File: config.mk
export PLATFORM = sky130hd
export DESIGN_NAME = store_buffer
export DESIGN_NICKNAME = d
export VERILOG_FILES = /design/src/rtl/store_pkg.sv /design/src/rtl/store_aligner.sv /design/src/rtl/store_buffer.sv
export SDC_FILE = /design/constraint.sdc
export NUM_CORES = 1
export LEC_CHECK = 0
export ABC_AREA = 1
export BUFFER_PORTS_ARGS = -buffer_cell sky130_fd_sc_hd__buf_2
export CELL_PAD_IN_SITES_DETAIL_PLACEMENT = 1
export CELL_PAD_IN_SITES_GLOBAL_PLACEMENT = 1
export CORE_MARGIN = 8
export CORE_UTILIZATION = 45
export CTS_CLUSTER_DIAMETER = 120
export DETAILED_ROUTE_END_ITERATION = 8
export GPL_TIMING_DRIVEN = 0
export PLACE_DENSITY = 0.82
export SETUP_SLACK_MARGIN = 0.05
export SLEW_MARGIN = 5
export SYNTH_ARGS = -nofsm -noshare
export SYNTH_HDL_FRONTEND = slang
export SYNTH_SLANG_ARGS = --single-unit
File: constraint.sdc
create_clock -name clk -period 4.5 [get_ports clk]
set_input_delay 0.45 -clock clk [delete_from_list [all_inputs] [get_ports clk]]
set_output_delay 0.45 -clock clk [all_outputs]
set_load 0.05 [all_outputs]
File: src/rtl/store_pkg.sv
// rtl/store_pkg.sv - store type encodings and FIFO entry sizing for the store buffer
package store_pkg;

    localparam logic [2:0] ST_SB = 3'b001;
    localparam logic [2:0] ST_SH = 3'b010;
    localparam logic [2:0] ST_SW = 3'b011;

    localparam int AW_DEFAULT = 32;
    localparam int ENTRY_W    = AW_DEFAULT - 2 + 32 + 4;

    // Entry = word address bits, lane-steered data, byte strobes
    function automatic int entry_width(input int aw);
        return aw - 2 + 32 + 4;
    endfunction

endpackage

File: src/rtl/store_aligner.sv
// rtl/store_aligner.sv - steers store data onto byte lanes and flags misaligned or invalid stores
module store_aligner
    import store_pkg::*;
(
    input  logic [2:0]  store_type,
    input  logic [1:0]  offset,
    input  logic [31:0] store_data,
    output logic [31:0] wdata,
    output logic [3:0]  wstrb,
    output logic        misaligned
);

    always_comb begin
        wdata      = '0;
        wstrb      = '0;
        misaligned = 1'b1;
        case (store_type)
            ST_SB: begin
                wdata      = {4{store_data[7:0]}};
                wstrb      = 4'b0001 << offset;
                misaligned = 1'b0;
            end
            ST_SH: begin
                wdata      = {2{store_data[15:0]}};
                wstrb      = offset[1] ? 4'b1100 : 4'b0011;
                misaligned = offset[0];
            end
            ST_SW: begin
                wdata      = store_data;
                wstrb      = 4'b1111;
                misaligned = (offset != 2'b00);
            end
            default: ;
        endcase
    end

endmodule

File: src/rtl/store_buffer.sv
// rtl/store_buffer.sv - store FIFO between MEM stage and data memory with req/ack drain
module store_buffer
    import store_pkg::*;
#(
    parameter int DEPTH = 4,
    parameter int AW    = 32
) (
    input  logic          clk,
    input  logic          reset_n,
    input  logic          st_valid,
    output logic          st_ready,
    input  logic [2:0]    StoreType,
    input  logic [AW-1:0] st_addr,
    input  logic [31:0]   StoreData,
    output logic          st_misaligned,
    output logic          mem_req,
    output logic [AW-1:0] mem_addr,
    output logic [31:0]   mem_wdata,
    output logic [3:0]    mem_wstrb,
    input  logic          mem_ack,
    output logic          sb_empty
);

    localparam int         PW      = $clog2(DEPTH);
    localparam int         EW      = entry_width(AW);
    localparam logic [PW:0] DEPTH_C = DEPTH[PW:0];

    logic [EW-1:0] fifo_q [DEPTH];
    logic [PW-1:0] wr_ptr;
    logic [PW-1:0] rd_ptr;
    logic [PW:0]   count;
    logic          mis_q;

    logic [31:0]   al_wdata;
    logic [3:0]    al_wstrb;
    logic          al_mis;
    logic          accept;
    logic          push;
    logic          pop;
    logic [EW-1:0] head;

    store_aligner u_aligner (
        .store_type (StoreType),
        .offset     (st_addr[1:0]),
        .store_data (StoreData),
        .wdata      (al_wdata),
        .wstrb      (al_wstrb),
        .misaligned (al_mis)
    );

    // Outputs are functions of registered count only; no path from st_* or mem_ack
    assign st_ready = (count < DEPTH_C);
    assign sb_empty = (count == '0);
    assign mem_req  = !sb_empty;

    assign accept = st_valid && st_ready;
    assign push   = accept && !al_mis;
    assign pop    = mem_req && mem_ack;

    always_ff @(posedge clk) begin
        if (push) begin
            fifo_q[wr_ptr] <= {st_addr[AW-1:2], al_wdata, al_wstrb};
        end
    end

    always_ff @(posedge clk or negedge reset_n) begin
        if (!reset_n) begin
            wr_ptr <= '0;
            rd_ptr <= '0;
            count  <= '0;
            mis_q  <= 1'b0;
        end else begin
            mis_q <= accept && al_mis;
            if (push) begin
                wr_ptr <= wr_ptr + PW'(1);
            end
            if (pop) begin
                rd_ptr <= rd_ptr + PW'(1);
            end
            case ({push, pop})
                2'b10:   count <= count + 1'b1;
                2'b01:   count <= count - 1'b1;
                default: count <= count;
            endcase
        end
    end

    assign st_misaligned = mis_q;

    // Storage is not reset, so the head is masked to zero whenever nothing is queued
    assign head      = fifo_q[rd_ptr];
    assign mem_addr  = mem_req ? {head[EW-1:36], 2'b00} : '0;
    assign mem_wdata = mem_req ? head[35:4] : '0;
    assign mem_wstrb = mem_req ? head[3:0] : '0;

endmodule

==> results of run 1 <==
-- worst min path at each step --
| stage | end | from | depth (start not counted) |
|---|---|---|---|
| 2_1_floorplan | count[0] | reset_n | 0 |
| 3_3_place_gp | st_misaligned | reset_n | 1 |
| 3_5_place_dp | wr_ptr[1] | reset_n | 1 |
| 4_1_cts | fifo_q[3][38] | st_addr[4] | 1 |
| 5_1_grt | fifo_q[1][61] | st_addr[27] | 1 |
| 6_report | fifo_q[3][38] | st_addr[4] | 1 |
-- registers in the layout (all words and copies together) (netlist names) --
register	cells
count	3
wr_ptr	2
st_misaligned	1
rd_ptr	2
fifo_q	264
-- cells by family after synthesis --
group	synth area share
buf+inv	0.0405
other cells	0.000335
xor+xnor	0.00157
flops	0.726
compound gates	0.0975
fa+ha+maj	0.00738
simple gates	0.126
-- final cells by class --
| type | count | area share |
|---|---|---|
| flip-flops and latches | 272 | 0.606 |
| multi-input cells | 590 | 0.197 |
| repair buffers | 149 | 0.0683 |
| clock buffers | 34 | 0.0555 |
| well taps | 324 | 0.0302 |
| plain buffers | 57 | 0.0252 |
| clock inverters | 17 | 0.00960 |
| inverters | 30 | 0.00858 |
-- layout by cell type, fill, tap and decap left out, types with 2 or more instances in the layout --
cell type                   instances
sky130_fd_sc_hd__o21ai_0          110
sky130_fd_sc_hd__nand2_1           66
sky130_fd_sc_hd__nor2_1           279
sky130_fd_sc_hd__buf_1              2
sky130_fd_sc_hd__buf_2            160
sky130_fd_sc_hd__buf_12             5
sky130_fd_sc_hd__clkbuf_2           3
sky130_fd_sc_hd__bufinv_16          2
sky130_fd_sc_hd__clkbuf_16         29
sky130_fd_sc_hd__nand3_2            2
sky130_fd_sc_hd__nor2_4             5
sky130_fd_sc_hd__o21ai_1           29
sky130_fd_sc_hd__clkbuf_1          18
sky130_fd_sc_hd__nand3_1           12
sky130_fd_sc_hd__a21oi_1           67
sky130_fd_sc_hd__nand4_1            2
sky130_fd_sc_hd__inv_1             28
sky130_fd_sc_hd__edfxtp_1         264
sky130_fd_sc_hd__o211ai_1           4
sky130_fd_sc_hd__buf_16             4
sky130_fd_sc_hd__ha_1               5
sky130_fd_sc_hd__dfrtp_1            8
sky130_fd_sc_hd__clkinv_1           7
sky130_fd_sc_hd__buf_4             11
sky130_fd_sc_hd__buf_6              7
sky130_fd_sc_hd__clkinv_2           7
sky130_fd_sc_hd__conb_1             2
sky130_fd_sc_hd__o31ai_1            3
-- stage by stage --
| step | setup slack (ps) | total power, W | utilization | hold slack, ps | TNS [ps] |
|---|---|---|---|---|---|
| final | 1520 | 0.0100 | 0.550 | 135 | 0 |
| after floorplan | 221 | 0.00645 | - | 154 | 0 |
| after detailed placement | 1480 | 0.00787 | 0.514 | 310 | 0 |
| after global placement | -2350 | 0.00772 | 0.504 | 303 | -605600 |
| after CTS | 1530 | 0.0101 | 0.550 | 111 | 0 |
| after global routing | 1380 | 0.0105 | 0.550 | 115 | 0 |
-- metal layers --
layer | up-vias | track usage | wire length, um
li1 | 3663 | - | -
met4 | 0 | 0.0509 | 639
met5 | - | 0 | 0
met1 | 4021 | 0.260 | 13300
met2 | 270 | 0.363 | 16300
met3 | 42 | 0.0427 | 2060
-- worst max-delay path: cells and delay by family, from the launching register on --
family | cells | cell delay (ps)
AOI/OAI and AO/OA | 2 | 510
buffers and inverters | 4 | 1090
DFF | 1 | 370
-- power by group through the flow --
| stage | combinational, W | clock, W | sequential [W] |
|---|---|---|---|
| after floorplan | 0.00342 | 0 | 0.00303 |
| after global placement | 0.00467 | 0 | 0.00304 |
| after detailed placement | 0.00484 | 0 | 0.00303 |
| after CTS | 0.00487 | 0.00226 | 0.00298 |
| after global routing | 0.00516 | 0.00235 | 0.00299 |
| final | 0.00483 | 0.00223 | 0.00298 |
==> flow_metrics.py, run 1 <==
metrics = {
    "run_status": {
        "run_status": "finished clean",
    },
    "floorplanning": {
        "design.portCount": 143,
        "placement_rows": 57,
        "initial_utilization": 0.459,
        "floorplan.die_area_um2": 30200,
        "die-height_um": 174,
        "dieWidth_um": 174,
        "fp.coreArea_um2": 24400,
    },
    "synth": {
        "synthMostInstantiatedCell": "sky130_fd_sc_hd__nor2_1",
        "post_synthesis_register_bit_count": 272,
        "synthDominantCellAreaShare": 0.708,
        "number_of_enable_type_register_cells_in_the_synthesized_netlist": 264,
        "synthesis.instances": 948,
        "synth_sequential_area_ratio": 0.726,
        "synthTopCellsByCount": "sky130_fd_sc_hd__nor2_1, sky130_fd_sc_hd__edfxtp_1, sky130_fd_sc_hd__o21ai_0",
        "synth_largest_area_cell": "sky130_fd_sc_hd__edfxtp_1",
        "synth.yosys.warnings": 0,
        "syn-cell-area_um2": 11200,
        "synth_cell_types": 28,
        "avgSynthCellArea_um2": 11.8,
        "yosys-top-cells-area": "sky130_fd_sc_hd__edfxtp_1, sky130_fd_sc_hd__nor2_1, sky130_fd_sc_hd__o21ai_0",
        "synth_async_sr_flop_share": 0.0294,
        "yosys_most_used_dff": "sky130_fd_sc_hd__edfxtp_1",
    },
    "place": {
        "placement.cell_area_um2": 12500,
        "placedCellCount": 1421,
        "gp_congestion": 0.820,
        "post-dp-hpwl_um": 22200,
        "count_of_buffers_inserted_at_the_top_level_ports": 139,
    },
    "run": {
        "drv.max_cap_violation_count": 0,
    },
    "min_path": {
        "hp-class": "in -> reg",
    },
    "critical_path": {
        "start_kind": "flip-flop",
        "r2r_slack_ps": 1940,
        "crit_fanout": 10,
        "max_stage_delay_ps": 450,
        "cell_with_the_biggest_individual_delay_on_the_critical_path": "sky130_fd_sc_hd__clkbuf_1",
        "worstSetupEndpointType": "output port",
        "reg2regPathDepth": 6,
        "regToRegStartpoint": "count[2]",
        "arrival_ps": 2530,
        "worst_r2r_endpoint": "fifo_q[1][58]",
        "cp-startpoint": "rd_ptr[0]",
        "worstSetupPathType": "reg -> out",
        "crit_end": "mem_wdata[19]",
        "cp_data_required_time_ps": 4050,
        "timing.critical_path.cells": "buf_4, inv_4, clkbuf_1, o21ai_0, a21oi_1, buf_2",
    },
    "clock_network": {
        "number_of_buffers_inserted_during_clock_tree_synthesis": 28,
        "htreeDepth": 1,
        "cts.path.max_buffers": 3,
        "clock_insertion_delay_worst_skew_ps": 540,
        "cts.reportedPaths.clkPinSlew_ps": 70,
        "post_cts.resized_instances": 0,
        "cts_hold_buf": 1,
        "post_cts_buffers": 0,
        "clockRootBuffer": "sky130_fd_sc_hd__clkbuf_16",
        "clkSinkCount": 272,
        "tritoncts": "yes",
    },
    "final_layout": {
        "area_growth_syn_to_layout_pct": 19.9,
        "multi_input_logic_area_um2": 2640,
        "layout-drive-gt1-share": 0.207,
        "finish.cell_count_without_fillers": 1473,
        "finish.instance_area_um2": 13400,
        "antenna-diode-count": 0,
        "register_area_um2": 8130,
        "n_fill_cell": 2616,
        "finalNetCount": 1205,
    },
    "pwr": {
        "swShare": 0.469,
        "power.clock.fraction": 0.222,
        "ir_worst_vdd_mv": 0.491,
        "pwr-share-seq": 0.297,
        "power_density_nw_per_um2": 748,
        "comb_power_share": 0.481,
        "power.switching_w": 0.00471,
        "p_leak_nw": 4.99,
        "internal_power_w": 0.00533,
    },
    "global_routing": {
        "number_of_antenna_violations_at_the_first_check_in_global_routing": 0,
        "groute.usage.overall": 0.208,
        "overflow": 0,
        "first_global_vias": 8488,
        "grt_max_degree": 28,
        "grt_first_pass_wirelength_um": 49100,
    },
    "detailed_routing": {
        "route.vias.total": 7996,
        "routed_wl_um": 32300,
        "number_of_detailed_route_iterations_in_the_first_pass": 4,
        "drt_iter0_drc": 621,
        "detail_route.vias_per_cell": 5.43,
        "routedWlPerCell_um": 21.9,
        "ant_nets": 0,
        "remaining_drc_errors": 0,
    },
    "timing": {
        "period_share": 0.662,
        "worst_slew_pin_slew_ps": 877,
        "setup_repair_after_global_routing_missed_its_margin": "no",
        "setup_viol": 0,
        "worst_clock_skew_ps": 17.8,
        "hold_violations": 0,
        "timing_max_transition_violations_final": 0,
        "relSlewSlack": 0.414,
        "final.min_clock_period_ps": 2980,
        "fmax_ghz": 0.336,
    },
}
Power figures use the tool's default switching activity.
==> run 2: changes to the inputs <==
Clock period 4.5 ns to 3.1 ns, I/O delays scaled along.
==> flow_metrics.py, run 2 (synthesized netlist as in run 1, its figures left out) <==
metrics = {
    "timing": {
        "hold_violations": 0,
        "relSlewSlack": 0.409,
        "hold_slack_ps": 26.5,
        "worst_slew_pin_slew_ps": 884,
        "worst_clock_skew_ps": 21.3,
        "setup_repair_after_global_routing_missed_its_margin": "no",
        "setup_viol": 0,
        "fmax_ghz": 0.349,
        "period_share": 0.924,
        "final.min_clock_period_ps": 2870,
        "setup_ws_ps": 234,
        "timing_max_transition_violations_final": 0,
    },
    "global_routing": {
        "grt_first_pass_wirelength_um": 49600,
        "overflow": 0,
        "first_global_vias": 8586,
        "number_of_antenna_violations_at_the_first_check_in_global_routing": 0,
        "grt_max_degree": 28,
        "groute.usage.overall": 0.210,
    },
    "final_layout": {
        "antenna-diode-count": 0,
        "regMostFlops": "fifo_q",
        "layout-drive-gt1-share": 0.203,
        "layout.cells.most_common_list": "sky130_fd_sc_hd__nor2_1, sky130_fd_sc_hd__edfxtp_1, sky130_fd_sc_hd__buf_2",
        "flip_flop_count_of_the_largest_register_after_layout": 264,
        "finalNetCount": 1226,
        "mostFrequentLayoutCell": "sky130_fd_sc_hd__nor2_1",
        "area_growth_syn_to_layout_pct": 21.8,
        "reg.largest.list": "fifo_q (264), count (3)",
    },
    "min_path": {
        "hp-class": "in -> reg",
    },
    "run_status": {
        "run_status": "finished clean",
    },
    "detailed_routing": {
        "routedWlPerCell_um": 21.9,
        "route.vias.total": 8044,
        "ant_nets": 0,
        "routed_wl_um": 32700,
        "number_of_detailed_route_iterations_in_the_first_pass": 5,
        "remaining_drc_errors": 0,
        "drt_iter0_drc": 659,
        "detail_route.vias_per_cell": 5.38,
    },
    "run": {
        "drv.max_cap_violation_count": 0,
    },
    "clock_network": {
        "clockRootBuffer": "sky130_fd_sc_hd__clkbuf_16",
        "cts.reportedPaths.clkPinSlew_ps": 60,
        "number_of_buffers_inserted_during_clock_tree_synthesis": 28,
        "post_cts_buffers": 0,
        "tritoncts": "yes",
        "cts.path.max_buffers": 3,
        "htreeDepth": 1,
        "clkSinkCount": 272,
        "clock_insertion_delay_worst_skew_ps": 550,
    },
    "floorplanning": {
        "floorplan.die_area_um2": 30200,
        "initial_utilization": 0.459,
        "design.portCount": 143,
        "die-height_um": 174,
        "fp.coreArea_um2": 24400,
        "dieWidth_um": 174,
        "placement_rows": 57,
    },
    "critical_path": {
        "cp-startpoint": "rd_ptr[0]",
        "reg2regPathDepth": 6,
        "timing.critical_path.cells": "buf_4, inv_4, clkbuf_1, o21ai_0, a21oi_1, buf_2",
        "arrival_ps": 2560,
        "worstSetupEndpointType": "output port",
        "regToRegStartpoint": "count[2]",
        "worstSetupPathType": "reg -> out",
        "r2r_slack_ps": 520,
        "start_kind": "flip-flop",
        "worst_r2r_endpoint": "fifo_q[1][58]",
        "cp_data_required_time_ps": 2790,
        "crit_end": "mem_wdata[19]",
        "crit_fanout": 10,
        "max_stage_delay_ps": 460,
        "cell_with_the_biggest_individual_delay_on_the_critical_path": "sky130_fd_sc_hd__clkbuf_1",
    },
    "pwr": {
        "p_leak_nw": 5.08,
        "power_density_nw_per_um2": 1070,
        "ir_worst_vdd_mv": 0.710,
    },
    "place": {
        "gp_congestion": 0.820,
        "count_of_buffers_inserted_at_the_top_level_ports": 139,
        "place_ws_ps": 222,
        "post-dp-hpwl_um": 22200,
    },
}
[run 2: what timing repair did]
action	4_1_cts	5_1_grt
resized for setup	0	0
hold buffers	22	0
setup endpoints to repair	0	0
endpoints found under the hold margin	90	0
[run 2: layout make-up]
cell class	instances	area (um^2)
Buffer	57	338
Clock buffer	34	744
Clock inverter	17	129
Fill cell	2607	10800
Inverter	30	115
Multi-Input combinational cell	590	2640
Sequential cell	272	8130
Tap cell	324	405
Timing Repair Buffer	170	1130
[run 2: per-stage QoR]
step / setup TNS, ps / utilization / power (W) / cell area [um^2] / cells
after floorplan: -274400 / - / 0.00937 / 11200 / 949
final: 0 / 0.559 / 0.0146 / 13600 / 1494
after global placement: -938240 / 0.504 / 0.0112 / 12300 / 1412
after detailed placement: 0 / 0.514 / 0.0114 / 12500 / 1421
after global routing: 0 / 0.559 / 0.0153 / 13600 / 1494
after CTS: 0 / 0.559 / 0.0147 / 13600 / 1494
[run 2: report_power, final]
| group | switching [W] | leakage, nW | internal, W |
|---|---|---|---|
| logic | 0.00541 | 2.15 | 0.00164 |
| registers | 0.0000641 | 2.50 | 0.00426 |
| clock network | 0.00137 | 0.430 | 0.00186 |
[run 2: routing by layer]
layer / part of all wire / wire [um] / GRT usage / vias up
li1: - / - / - / 3705
met1: 0.42 / 13700 / 0.262 / 4025
met2: 0.50 / 16300 / 0.368 / 267
met3: 0.060 / 1970 / 0.0427 / 47
met4: 0.021 / 676 / 0.0509 / 0
met5: 0 / 0 / 0 / -
[run 2: worst min path at each step]
stage,start,to,slack [ps],cells past startpoint
detailed placement,reset_n,wr_ptr[1],170,1
global route,st_addr[15],fifo_q[1][49],7,1
CTS,st_addr[21],fifo_q[1][55],4,1
global placement,reset_n,st_misaligned,160,1
floorplan,reset_n,count[0],10,0
finish,st_addr[21],fifo_q[1][55],30,1
[run 2: worst max-delay path, delay by kind of cell, from the launching register on]
kind | cells | cell delay [ps]
buf+inv | 4 | 1110
compound gates | 2 | 530
flops | 1 | 370
